===== config.mk =====
export PLATFORM = sky130hd
export DESIGN_NAME = operand_fetch_flat
export DESIGN_NICKNAME = d
export VERILOG_FILES = /design/src/rtl/operand_fetch_if.sv /design/src/rtl/operand_fetch.sv /design/src/flat_wrapper.sv
export SDC_FILE = /design/constraint.sdc
export NUM_CORES = 1
export LEC_CHECK = 0
export CAP_MARGIN = 20
export CELL_PAD_IN_SITES_DETAIL_PLACEMENT = 2
export CELL_PAD_IN_SITES_GLOBAL_PLACEMENT = 2
export CORE_MARGIN = 2
export CORE_UTILIZATION = 24
export DETAILED_ROUTE_END_ITERATION = 10
export GPL_TIMING_DRIVEN = 0
export PLACE_DENSITY = 0.72
export SETUP_SLACK_MARGIN = 0.2
export SLEW_MARGIN = 20
export SYNTH_ARGS = -nofsm -noshare
export SYNTH_HDL_FRONTEND = slang
export SYNTH_SLANG_ARGS = --single-unit

===== constraint.sdc =====
create_clock -name clk -period 6.3 [get_ports clk]
set_input_delay 1.26 -clock clk [delete_from_list [all_inputs] [get_ports clk]]
set_output_delay 1.26 -clock clk [all_outputs]
set_load 0.005 [all_outputs]

===== src/rtl/operand_fetch_if.sv =====
// rtl/operand_fetch_if.sv - decoder, register-bank and issue signals of the operand fetch stage
interface operand_fetch_if;
    logic        inValid;
    logic        inReady;
    logic [31:0] instrIn;
    logic [31:0] pcIn;
    logic [3:0]  rnAddr;
    logic [3:0]  rmAddr;
    logic [3:0]  rsAddr;
    logic [2:0]  useMask;

    logic        rbTrigger;
    logic [3:0]  rbAddr;
    logic        rbReady;
    logic [31:0] rbData;

    logic        outValid;
    logic        outReady;
    logic [31:0] opA;
    logic [31:0] opB;
    logic [31:0] opC;
    logic [31:0] instrOut;
    logic [31:0] pcOut;

    modport slave (
        input  inValid, instrIn, pcIn, rnAddr, rmAddr, rsAddr, useMask,
        input  rbReady, rbData, outReady,
        output inReady, rbTrigger, rbAddr,
        output outValid, opA, opB, opC, instrOut, pcOut
    );

    modport master (
        output inValid, instrIn, pcIn, rnAddr, rmAddr, rsAddr, useMask,
        output rbReady, rbData, outReady,
        input  inReady, rbTrigger, rbAddr,
        input  outValid, opA, opB, opC, instrOut, pcOut
    );
endinterface


===== src/rtl/operand_fetch.sv =====
// rtl/operand_fetch.sv - operand fetch stage reading Rn/Rm/Rs from a two-phase register bank
// R15 sources bypass the bank and return the latched PC plus PC_OFFSET.
module operand_fetch #(
    parameter int          WAIT_CYCLES = 3,
    parameter logic [31:0] PC_OFFSET   = 32'd8
) (
    input  logic           clk,
    input  logic           rst,
    operand_fetch_if.slave bus
);
    localparam int               CNT_W    = $clog2(WAIT_CYCLES);
    localparam logic [CNT_W-1:0] CNT_LOAD = CNT_W'(WAIT_CYCLES - 1);

    typedef enum logic [1:0] {
        S_IDLE,
        S_SEL,
        S_WAIT,
        S_DONE
    } state_t;

    state_t           r_state;
    state_t           w_next_state;

    logic [31:0]      r_instr;
    logic [31:0]      r_pc;
    logic [3:0]       r_rn_addr;
    logic [3:0]       r_rm_addr;
    logic [3:0]       r_rs_addr;
    logic [2:0]       r_pending;
    logic [1:0]       r_sel;
    logic [CNT_W-1:0] r_cnt;
    logic [1:0]       r_sync;
    logic             r_trigger;
    logic [3:0]       r_rb_addr;
    logic [31:0]      r_op_a;
    logic [31:0]      r_op_b;
    logic [31:0]      r_op_c;

    logic [1:0]       w_sel_idx;
    logic [3:0]       w_sel_addr;
    logic             w_ready_sync;
    logic             w_accept;
    logic             w_issue;
    logic             w_wr_en;
    logic [1:0]       w_wr_idx;
    logic [31:0]      w_wr_data;
    logic             w_in_ready;
    logic             w_out_valid;

    assign w_ready_sync = r_sync[1];

    // Lowest pending source wins: Rn, then Rm, then Rs.
    always_comb begin
        w_sel_idx  = 2'd0;
        w_sel_addr = r_rn_addr;
        if (r_pending[0]) begin
            w_sel_idx  = 2'd0;
            w_sel_addr = r_rn_addr;
        end else if (r_pending[1]) begin
            w_sel_idx  = 2'd1;
            w_sel_addr = r_rm_addr;
        end else if (r_pending[2]) begin
            w_sel_idx  = 2'd2;
            w_sel_addr = r_rs_addr;
        end
    end

    always_ff @(posedge clk or posedge rst) begin
        if (rst) begin
            r_state <= S_IDLE;
        end else begin
            r_state <= w_next_state;
        end
    end

    always_comb begin
        w_next_state = r_state;
        w_accept     = 1'b0;
        w_issue      = 1'b0;
        w_wr_en      = 1'b0;
        w_wr_idx     = w_sel_idx;
        w_wr_data    = r_pc + PC_OFFSET;
        w_in_ready   = 1'b0;
        w_out_valid  = 1'b0;
        case (r_state)
            S_IDLE: begin
                w_in_ready = 1'b1;
                if (bus.inValid) begin
                    w_accept     = 1'b1;
                    w_next_state = S_SEL;
                end
            end
            S_SEL: begin
                if (r_pending == 3'b000) begin
                    w_next_state = S_DONE;
                end else if (w_sel_addr == 4'd15) begin
                    w_wr_en = 1'b1;
                end else begin
                    w_issue      = 1'b1;
                    w_next_state = S_WAIT;
                end
            end
            S_WAIT: begin
                // No timeout: a bank that never answers stalls the stage.
                if (r_cnt == '0 && w_ready_sync) begin
                    w_wr_en      = 1'b1;
                    w_wr_idx     = r_sel;
                    w_wr_data    = bus.rbData;
                    w_next_state = S_SEL;
                end
            end
            S_DONE: begin
                w_out_valid = 1'b1;
                if (bus.outReady) begin
                    w_next_state = S_IDLE;
                end
            end
            default: begin
                w_next_state = S_IDLE;
            end
        endcase
    end

    always_ff @(posedge clk or posedge rst) begin
        if (rst) begin
            r_sync <= 2'b00;
        end else begin
            r_sync <= {r_sync[0], bus.rbReady};
        end
    end

    always_ff @(posedge clk or posedge rst) begin
        if (rst) begin
            r_instr   <= '0;
            r_pc      <= '0;
            r_rn_addr <= '0;
            r_rm_addr <= '0;
            r_rs_addr <= '0;
            r_pending <= '0;
            r_sel     <= '0;
            r_cnt     <= '0;
            r_trigger <= 1'b0;
            r_rb_addr <= '0;
            r_op_a    <= '0;
            r_op_b    <= '0;
            r_op_c    <= '0;
        end else begin
            if (w_accept) begin
                r_instr   <= bus.instrIn;
                r_pc      <= bus.pcIn;
                r_rn_addr <= bus.rnAddr;
                r_rm_addr <= bus.rmAddr;
                r_rs_addr <= bus.rsAddr;
                r_pending <= bus.useMask;
                r_op_a    <= '0;
                r_op_b    <= '0;
                r_op_c    <= '0;
            end

            // Address and trigger move together so the bank sees a stable address per toggle.
            if (w_issue) begin
                r_rb_addr <= w_sel_addr;
                r_trigger <= ~r_trigger;
                r_sel     <= w_sel_idx;
                r_cnt     <= CNT_LOAD;
            end else if (r_state == S_WAIT && r_cnt != '0) begin
                r_cnt <= r_cnt - CNT_W'(1);
            end

            if (w_wr_en) begin
                case (w_wr_idx)
                    2'd0:    r_op_a <= w_wr_data;
                    2'd1:    r_op_b <= w_wr_data;
                    default: r_op_c <= w_wr_data;
                endcase
                r_pending[w_wr_idx] <= 1'b0;
            end
        end
    end

    assign bus.inReady   = w_in_ready;
    assign bus.outValid  = w_out_valid;
    assign bus.rbTrigger = r_trigger;
    assign bus.rbAddr    = r_rb_addr;
    assign bus.opA       = r_op_a;
    assign bus.opB       = r_op_b;
    assign bus.opC       = r_op_c;
    assign bus.instrOut  = r_instr;
    assign bus.pcOut     = r_pc;
endmodule


===== src/flat_wrapper.sv =====
// flat-port wrapper written by rule: the top's interface ports become plain ports
module operand_fetch_flat 
#(
    parameter int          WAIT_CYCLES = 3,
    parameter logic [31:0] PC_OFFSET   = 32'd8
)
  (clk, rst, bus_inValid, bus_instrIn, bus_pcIn, bus_rnAddr, bus_rmAddr, bus_rsAddr, bus_useMask, bus_rbReady, bus_rbData, bus_outReady, bus_inReady, bus_rbTrigger, bus_rbAddr, bus_outValid, bus_opA, bus_opB, bus_opC, bus_instrOut, bus_pcOut);
  operand_fetch_if bus_i ();
  input  logic clk;
  input  logic rst;
  input wire logic [$bits(bus_i.inValid)-1:0] bus_inValid;
  input wire logic [$bits(bus_i.instrIn)-1:0] bus_instrIn;
  input wire logic [$bits(bus_i.pcIn)-1:0] bus_pcIn;
  input wire logic [$bits(bus_i.rnAddr)-1:0] bus_rnAddr;
  input wire logic [$bits(bus_i.rmAddr)-1:0] bus_rmAddr;
  input wire logic [$bits(bus_i.rsAddr)-1:0] bus_rsAddr;
  input wire logic [$bits(bus_i.useMask)-1:0] bus_useMask;
  input wire logic [$bits(bus_i.rbReady)-1:0] bus_rbReady;
  input wire logic [$bits(bus_i.rbData)-1:0] bus_rbData;
  input wire logic [$bits(bus_i.outReady)-1:0] bus_outReady;
  output wire logic [$bits(bus_i.inReady)-1:0] bus_inReady;
  output wire logic [$bits(bus_i.rbTrigger)-1:0] bus_rbTrigger;
  output wire logic [$bits(bus_i.rbAddr)-1:0] bus_rbAddr;
  output wire logic [$bits(bus_i.outValid)-1:0] bus_outValid;
  output wire logic [$bits(bus_i.opA)-1:0] bus_opA;
  output wire logic [$bits(bus_i.opB)-1:0] bus_opB;
  output wire logic [$bits(bus_i.opC)-1:0] bus_opC;
  output wire logic [$bits(bus_i.instrOut)-1:0] bus_instrOut;
  output wire logic [$bits(bus_i.pcOut)-1:0] bus_pcOut;
  assign bus_i.inValid = bus_inValid;
  assign bus_i.instrIn = bus_instrIn;
  assign bus_i.pcIn = bus_pcIn;
  assign bus_i.rnAddr = bus_rnAddr;
  assign bus_i.rmAddr = bus_rmAddr;
  assign bus_i.rsAddr = bus_rsAddr;
  assign bus_i.useMask = bus_useMask;
  assign bus_i.rbReady = bus_rbReady;
  assign bus_i.rbData = bus_rbData;
  assign bus_i.outReady = bus_outReady;
  assign bus_inReady = bus_i.inReady;
  assign bus_rbTrigger = bus_i.rbTrigger;
  assign bus_rbAddr = bus_i.rbAddr;
  assign bus_outValid = bus_i.outValid;
  assign bus_opA = bus_i.opA;
  assign bus_opB = bus_i.opB;
  assign bus_opC = bus_i.opC;
  assign bus_instrOut = bus_i.instrOut;
  assign bus_pcOut = bus_i.pcOut;
  operand_fetch #(.WAIT_CYCLES(WAIT_CYCLES), .PC_OFFSET(PC_OFFSET)) u_core (.clk(clk), .rst(rst), .bus(bus_i));
endmodule

==> results.toml, run 1 <==
[setup_path]
crit_chain = "clkdlybuf4s50_1, and2_1, clkbuf_1, clkbuf_1, buf_1, nand2_1, nand2_1"
cpMaxStageDelayCell = "clkbuf_1"
r2r_start = "u_core.bus.pcOut[7]$_DFFE_PP0P_"
cp_max_fo = 10
path_class = "in -> reg"
reg2reg_to = "u_core.bus.opC[19]$_DFF_PP0_"
slowest_delay_ns = 0.61
end_kind = "flop"
cp.arrival_ns = 3.71
r2r_cells = 8
worstPathRequired_ns = 6.70
worstSetupStartpointType = "primary input"
r2r_setup_slack_ns = 3.33

[clock_tree]
cts_sinks = 188
cts.path.max_buffers = 2
cts_tree = "built"
cts_buffers = 17
htreeDepth = 4
cts_resized = 0
post_cts_buffers = 0
cts-root-buf = "clkbuf_16"
clock_latency_ns = 0.45
path_clk_slew_ns = 0.08
cts_hold_buf = 0

[power_and_ir_drop]
swShare_pct = 39.0
p_leak_nw = 5.44
clockPowerShare_pct = 22.0
power_frac_comb_pct = 40.4
switchingPower_mw = 2.01
intPower_mw = 3.15
ir_drop_mv = 0.196
cellPowerDensity_nw_per_um2 = 421
power_frac_seq_pct = 37.6

[sta]
drv_slew = 0
rsz0062_at_grt = "no"
finalHoldViolCount = 0
clock.fmax_mhz = 302
finalSetupTns_ns = 0
period_share_pct = 52.6
finClkSkew_ns = 0.0150
setup_viol = 0
finalCriticalPeriod_ns = 3.32
slew-limit-headroom_pct = 39.2
worst_pin_slew_ns = 0.912
hold_slack_ns = 0.356

[hold_path]
hold_depth = 0
worstHoldStart = "u_core.r_sync[0]$_DFF_PP0_"
hp-class = "reg -> reg"
min_to = "u_core.r_sync[1]$_DFF_PP0_"

[final_layout]
drive_gt1_share_pct = 5.54
nets = 1264
layoutNonFillerInstCount = 1608
syn2layout_area_growth_pct = 51.2

[job]
cap_violations = 0

[detailed_routing]
wire_per_inst_um = 21.2
via_per_inst = 4.67
postRouteAntennaNets = 0
vias = 7512
dr.pass1.iters = 4
wl_um = 34200
drt_first_iter_violations = 308
drc_errors = 0

[synthesis]
synth_nets = 956
async_reset_ff_share_pct = 100
yosys_warnings = 0
ys_ff_latch = 188
synth-edff-count = 0
synth_top_area_share_pct = 57.9
yosys.area.top_type = "dfrtp_1"
avgSynthCellArea_sq_um = 9.74
ys_seq_area_share_pct = 57.9
synthFlopType = "dfrtp_1"
synth_area_leaders = "dfrtp_1, nand2_1, o2bb2ai_1, nand3_1, o21ai_0"
syn_inst = 834
yosysMostFrequentCell = "nand2_1"
syn_area_sq_um = 8120
synth_common_cells = "nand2_1, dfrtp_1, nand3_1"
yosysUniqueCellTypes = 47

[global_route]
antenna_found_initial = 7
grt-ovfl-total = 0
grt_first_pass_wirelength_um = 53000
grtUsageTotal_pct = 19.8
grt_max_degree = 30
first_global_vias = 8424

[run_status]
status = "finished clean"

[die]
io_pins = 283
dieArea_sq_um = 35300
row_count = 67
core_area_sq_um = 33400
dieWidth_um = 188
start_util_pct = 24.3
die_height_um = 188

[placement]
port_buffers = 282
place.gp.congestion = 0.802
dpl.cell_count = 1571
dp_hpwl_um = 26500
[kinds of logic (layout without fill, tap and decap cells)]
| kind of cell | Yosys count | after routing | synth area share, % |
|---|---|---|---|
| adders and majority gates | 6 | 6 | 0.924 |
| buffers and inverters | 65 | 386 | 3.20 |
| DFF | 188 | 188 | 57.9 |
| xor gates and xnor gates | 27 | 27 | 2.91 |
| other | 0 | 5 | 0 |
| and+or+nand+nor | 386 | 386 | 20.1 |
| AOI/OAI and AO/OA | 143 | 143 | 12.6 |
| muxes | 19 | 19 | 2.36 |
[state kept, by name, indices dropped and copies added (netlist names), 3 cells and up]
name	count
u_core.bus.opA	32
u_core.r_pending	3
u_core.bus.rbAddr	4
u_core.bus.opC	32
u_core.bus.opB	32
u_core.bus.instrOut	32
u_core.r_rs_addr	4
u_core.r_rm_addr	4
u_core.r_rn_addr	4
u_core.bus.pcOut	32
[per-layer routing]
layer	wire length [um]	share of wire, %	up-vias	track usage (%)
li1	-	-	3449	-
met1	15000	44	3850	25.1
met2	17000	50	175	33.0
met3	1430	4.2	34	4.64
met4	683	2.0	4	6.72
met5	24	0.070	-	0
[cell usage in the layout (no fill, tap or decap), types with 5 or more instances in the layout]
cell type / count
a21oi_1: 25
a22o_1: 17
and3_1: 6
buf_1: 8
buf_12: 5
buf_2: 7
clkbuf_1: 31
clkbuf_16: 17
clkdlybuf4s50_1: 282
dfrtp_1: 188
diode_2: 5
ha_1: 6
inv_1: 15
inv_8: 5
mux2i_1: 18
nand2_1: 263
nand3_1: 44
nand4_1: 11
nor2_1: 35
nor3_1: 8
o21ai_0: 43
o2bb2ai_1: 30
xnor2_1: 8
xor2_1: 19
[critical path: cells and delay by family]
family	cells	cell delay [ns]
buffers and inverters	4	2.12
and+or+nand+nor	3	0.32
[worst max-delay path by stage]
stage | slack (ns) | depth (start not counted) | endpoint | start
floorplan | 2.62 | 1 | u_core.bus.instrOut[0]$_DFFE_PP0P_ | rst
global placement | 0.79 | 2 | u_core.bus.pcOut[2]$_DFFE_PP0P_ | rst
detailed placement | 2.45 | 7 | u_core.bus.pcOut[7]$_DFFE_PP0P_ | bus_inValid
CTS | 2.91 | 7 | u_core.bus.pcOut[7]$_DFFE_PP0P_ | bus_inValid
global route | 2.78 | 7 | u_core.bus.pcOut[6]$_DFFE_PP0P_ | bus_inValid
finish | 2.98 | 7 | u_core.bus.pcOut[7]$_DFFE_PP0P_ | bus_inValid
[power groups by stage]
stage	registers (mW)	logic [mW]	clock network [mW]
6_report	1.94	2.09	1.13
5_1_grt	2.00	2.30	1.21
4_1_cts	1.94	2.13	1.17
3_5_place_dp	1.96	2.11	0
3_3_place_gp	1.94	2.03	0
2_1_floorplan	1.88	0.902	0
[metrics by stage]
stage               util [%]  total power, mW  worst slack (ns)  cell area, sq um
floorplan                  -             2.78              2.62              8120
global placement        34.4             3.97             0.793             11500
detailed placement      34.9             4.07              2.45             11700
CTS                     36.7             5.24              2.91             12300
global route            36.7             5.51              2.78             12300
finish                  36.7             5.16              2.98             12300
[cell type report]
class                      count  area, sq um
fill                        3647        21200
sequential                   188         4700
multi-input combinational    581         3160
timing repair buffer         289         2980
tap                          448          561
clock buffer                  17          425
buffer                        48          196
clock inverter                15          176
inverter                      17         67.6
antenna                        5         12.5
Power figures use the tool's default switching activity.
==> inputs of run 2 (changes only) <==
==> constraint.sdc (replaced) <==
create_clock -name clk -period 2.8 [get_ports clk]
set_input_delay 0.56 -clock clk [delete_from_list [all_inputs] [get_ports clk]]
set_output_delay 0.56 -clock clk [all_outputs]
set_load 0.005 [all_outputs]
==> run 2 against run 1 <==
Clock skew hardly changed. Core utilization rose by 0.46 points. Power is 130% higher. Hold slack got worse by 0.00050 ns. Cell count about the same. Routed wire length rose by 0.67%. First-iteration DRC count decreased by 14%. Critical path depth up 1. Via count up 0.71%. Sequential power up 130%. Count of clock-buffer cells in the layout unchanged. Critical path type is now reg -> reg.
==> results.toml, run 2 (synthesized netlist as in run 1, its figures left out) <==
[run_status]
status = "finished clean"

[power_and_ir_drop]
total_power_mw = 11.7
cellPowerDensity_nw_per_um2 = 945
ir_drop_mv = 0.440
p_leak_nw = 5.56

[sta]
setup_viol = 0
drv_slew = 0
finalHoldViolCount = 0
rsz0062_at_grt = "yes"
finalCriticalPeriod_ns = 2.56
worst_pin_slew_ns = 0.687
finClkSkew_ns = 0.0152
period_share_pct = 91.3
slew-limit-headroom_pct = 54.2
clock.fmax_mhz = 391

[setup_path]
worstPathRequired_ns = 3.19
end_kind = "flop"
r2r_setup_slack_ns = 0.24
r2r_start = "u_core.r_pending[1]$_DFF_PP0_"
reg2reg_to = "u_core.bus.opB[29]$_DFF_PP0_"
path_class = "reg -> reg"
cp.arrival_ns = 2.94
r2r_cells = 8
cp_max_fo = 9
worstSetupStartpointType = "flop"

[hold_path]
hold_depth = 0
hp-class = "reg -> reg"
min_to = "u_core.r_sync[1]$_DFF_PP0_"
worstHoldStart = "u_core.r_sync[0]$_DFF_PP0_"

[global_route]
grt_max_degree = 30
first_global_vias = 8448
grt-ovfl-total = 0
grtUsageTotal_pct = 19.8
grt_first_pass_wirelength_um = 53200
antenna_found_initial = 6

[clock_tree]
cts_sinks = 188
htreeDepth = 4
clock_latency_ns = 0.46
cts_tree = "built"
cts.path.max_buffers = 2
cts-root-buf = "clkbuf_16"
path_clk_slew_ns = 0.08
cts_buffers = 17

[detailed_routing]
postRouteAntennaNets = 0
dr.pass1.iters = 4
wire_per_inst_um = 21.4
vias = 7565
wl_um = 34400
drt_first_iter_violations = 264
via_per_inst = 4.70
drc_errors = 0

[die]
row_count = 67
core_area_sq_um = 33400
dieWidth_um = 188
dieArea_sq_um = 35300
start_util_pct = 24.3
die_height_um = 188
io_pins = 283

[job]
cap_violations = 0

[final_layout]
layoutNonFillerInstCount = 1609
nets = 1266
syn2layout_area_growth_pct = 53.1
fillers = 3631
final_common_cell = "clkdlybuf4s50_1"
drive_gt1_share_pct = 8.47
final_cell_mix = "clkdlybuf4s50_1, nand2_1, dfrtp_1, nand3_1, o21ai_0"

[placement]
port_buffers = 282
dp_hpwl_um = 26500
place.gp.congestion = 0.802
dpl.cell_count = 1571
==> run 2: where the power goes <==
part	internal [mW]	total (mW)	leakage, nW	switching [mW]
Combinational	2.31	4.82	2.80	2.51
Clock	1.28	2.56	0.285	1.28
Sequential	3.55	4.37	2.47	0.819
==> run 2: worst max path at each step <==
stage	slack [ns]	endpoint	startpoint
2_1_floorplan	-0.18	u_core.bus.instrOut[0]$_DFFE_PP0P_	rst
6_report	0.24	u_core.bus.opB[29]$_DFF_PP0_	u_core.r_pending[1]$_DFF_PP0_
3_3_place_gp	-2.01	u_core.bus.pcOut[2]$_DFFE_PP0P_	rst
3_5_place_dp	-0.35	u_core.bus.pcOut[7]$_DFFE_PP0P_	bus_inValid
4_1_cts	0.19	u_core.bus.opB[12]$_DFF_PP0_	u_core.r_pending[1]$_DFF_PP0_
5_1_grt	0.12	u_core.bus.opC[23]$_DFF_PP0_	u_core.r_pending[1]$_DFF_PP0_
==> run 2: timing repair <==
action	CTS	global route
gates resized for setup	33	23
buffers inserted	0	2
endpoints found under the setup margin	117	94
pin swaps	0	4
hold buffers	0	0
==> run 2: worst max-delay path: stages, from the launching register on <==
cell and delay [ns]:
dfrtp_1 0.33, buf_4 0.18, or2_2 0.17, o32a_1 0.17, o221ai_2 0.13, or4_4 0.60
o21a_1 0.25, nor2_2 0.42, a22o_1 0.23
==> run 2: metal layers <==
| layer | part of all wire [%] | vias to the layer above | global-route usage (%) |
|---|---|---|---|
| li1 | - | 3458 | - |
| met1 | 44 | 3895 | 25.2 |
| met2 | 49 | 170 | 33.2 |
| met3 | 4.1 | 38 | 4.64 |
| met4 | 2.3 | 4 | 6.66 |
| met5 | 0.064 | - | 0 |
==> run 2: cell type report <==
type                            count  area [sq um]  share of cell area (%)
Tap cell                          448           561                    4.51
Multi-Input combinational cell    581          3240                    26.1
Inverter                           17          67.6                   0.543
Buffer                             48           239                    1.92
Timing Repair Buffer              291          3010                    24.2
Clock inverter                     15           176                    1.42
Antenna cell                        4          10.0                  0.0805
Clock buffer                       17           425                    3.42
Sequential cell                   188          4710                    37.9
==> run 2: metrics by stage <==
stage	setup slack, ns	hold WS (ns)	utilization, %	TNS [ns]	cell area (sq um)
after global placement	-2.01	0.336	34.4	-377.40	11500
final	0.245	0.356	37.2	0	12400
after CTS	0.194	0.357	36.9	0	12300
after detailed placement	-0.346	0.356	34.9	-5.85	11700
after global routing	0.116	0.371	37.2	0	12400
after floorplan	-0.180	0.331	-	-33.93	8120
==> inputs of run 3 (changes only) <==
--- a/config.mk
+++ b/config.mk
@@ -12,7 +12,7 @@
 export CORE_UTILIZATION = 24
 export DETAILED_ROUTE_END_ITERATION = 10
 export GPL_TIMING_DRIVEN = 0
-export PLACE_DENSITY = 0.72
+export PLACE_DENSITY_LB_ADDON = 0.25
 export SETUP_SLACK_MARGIN = 0.2
 export SLEW_MARGIN = 20
 export SYNTH_ARGS = -nofsm -noshare
==> run 3 against run 2 <==
Maximum frequency up 2.7%. Sequential share of layout area up 0.13 points. Count of clock-buffer cells in the layout up 4. Power down 2.4%. Clock power down 9.0%. Cell count about the same. Clock skew down 0.0020 ns. Setup slack better by 0.068 ns. Critical path depth up 2. Critical path type unchanged. Critical endpoint is now u_core.bus.opB[30]$_DFF_PP0_. Largest cell class unchanged. Largest power group unchanged.
==> results.toml, run 3 (synthesized netlist as in run 1, its figures left out) <==
[sta]
finalCriticalPeriod_ns = 2.49
clock.fmax_mhz = 402
period_share_pct = 88.8
hold_slack_ns = 0.357
drv_slew = 0
finClkSkew_ns = 0.0132
worst_pin_slew_ns = 0.657
setup_slack_ns = 0.312
setup_viol = 0
rsz0062_at_grt = "no"
finalHoldViolCount = 0
slew-limit-headroom_pct = 55.7

[job]
cap_violations = 0

[final_layout]
fin_util_pct = 37.0
nets = 1269
final_common_cell = "clkdlybuf4s50_1"
syn2layout_area_growth_pct = 52.6
final_cell_mix = "clkdlybuf4s50_1, nand2_1, dfrtp_1, nand3_1, o21ai_0"
drive_gt1_share_pct = 8.02

[placement]
dp_slack_ns = -0.446
place.gp.congestion = 0.809
dp_hpwl_um = 25600
port_buffers = 282

[die]
dieWidth_um = 188
row_count = 67
core_area_sq_um = 33400
die_height_um = 188
io_pins = 283
start_util_pct = 24.3
dieArea_sq_um = 35300

[setup_path]
end_kind = "flop"
r2r_setup_slack_ns = 0.31
worstPathRequired_ns = 3.15
path_class = "reg -> reg"
reg2reg_to = "u_core.bus.opB[30]$_DFF_PP0_"
critPathLaunch = "u_core.r_pending[1]$_DFF_PP0_"
r2r_start = "u_core.r_pending[1]$_DFF_PP0_"
worstSetupStartpointType = "flop"
r2r_cells = 10
cp_max_fo = 10
endpoint = "u_core.bus.opB[30]$_DFF_PP0_"
cp.arrival_ns = 2.83

[clock_tree]
cts_buffers = 17
cts.path.max_buffers = 2
clock_latency_ns = 0.45
cts-root-buf = "clkbuf_16"
cts_hold_buf = 0
cts_tree = "built"
htreeDepth = 4
path_clk_slew_ns = 0.07
cts_sinks = 188

[detailed_routing]
wire_per_inst_um = 20.5
via_per_inst = 4.61
wl_met1_um = 14700
topRoutingLayerUsed = "met5"
met3_length_um = 1650
drc_errors = 0
dr.pass1.iters = 5
postRouteAntennaNets = 0
wl_um = 33000
drt_first_iter_violations = 368
wl_met2_um = 16100
vias = 7424

[run_status]
status = "finished clean"

[power_and_ir_drop]
ir_drop_mv = 0.428
cellPowerDensity_nw_per_um2 = 926
p_leak_nw = 5.54

[hold_path]
hp-class = "reg -> reg"
worstHoldStart = "u_core.r_sync[0]$_DFF_PP0_"

[global_route]
grt_max_degree = 33
grtUsageTotal_pct = 19.2
grt_first_pass_wirelength_um = 51100
antenna_found_initial = 5
first_global_vias = 8120
grt-ovfl-total = 0
run 3: cell types whose count changed in the layout (fill, tap and decap cells not counted), moves of 2 or more:
cell	previous run	this run
buf_4	5	10
inv_8	5	0
clkinv_2	0	4
a21oi_1	19	22
a21oi_2	5	2
buf_2	10	7
clkbuf_1	18	21
clkbuf_8	0	3
clkinv_8	2	0
inv_6	2	0
nor2_2	2	0
nor2_4	0	2
o21ai_1	3	5
o21ai_2	3	1
run 3: through the flow:
step | power, mW | cell area (sq um) | TNS, ns | cells
after floorplan | 6.26 | 8120 | -33.93 | 834
final | 11.5 | 12400 | 0 | 1610
after CTS | 11.6 | 12200 | 0 | 1602
after global placement | 8.94 | 11500 | -384.59 | 1564
after detailed placement | 9.11 | 11700 | -7.16 | 1571
after global routing | 12.3 | 12400 | 0 | 1609
run 3: power by group:
part / switching [mW] / internal [mW]
clock: 1.13 / 1.20
sequential: 0.796 / 3.56
combinational: 2.47 / 2.31
run 3: worst min-delay path by stage:
| stage | end | slack (ns) | depth (start not counted) |
|---|---|---|---|
| final | u_core.r_sync[1]$_DFF_PP0_ | 0.36 | 0 |
| after global routing | u_core.r_sync[1]$_DFF_PP0_ | 0.37 | 0 |
| after CTS | u_core.r_sync[1]$_DFF_PP0_ | 0.36 | 0 |
| after detailed placement | u_core.r_sync[1]$_DFF_PP0_ | 0.34 | 0 |
| after global placement | u_core.r_sync[1]$_DFF_PP0_ | 0.34 | 0 |
| after floorplan | u_core.r_sync[1]$_DFF_PP0_ | 0.33 | 0 |
run 3: final cells by class:
type	count	area [sq um]
fill	3607	21100
tap	448	561
buffer	48	235
timing repair buffer	294	3030
antenna	3	7.51
multi-input combinational	581	3240
clock buffer	21	470
sequential	188	4710
inverter	17	67.6
clock inverter	10	68.8
run 3: critical path: stages (launching register included):
cell	delay (ns)
dfrtp_1	0.33
buf_4	0.17
or2_2	0.17
o32a_1	0.16
o221ai_2	0.14
or4_4	0.61
o21ai_4	0.16
buf_12	0.14
a21oi_4	0.10
buf_4	0.23
a22o_1	0.18
run 3: metal layers:
layer	GRT usage (%)	vias to the layer above
li1	-	3464
met1	24.5	3760
met2	31.8	164
met3	5.13	32
met4	5.57	4
met5	0	-
run 3: repair_timing:
item                       in CTS  in global routing
setup endpoints to repair     103                 91
hold endpoints to repair        0                  0
pin swaps                       2                  4
buffers inserted                0                  5
gates resized for setup        21                 31
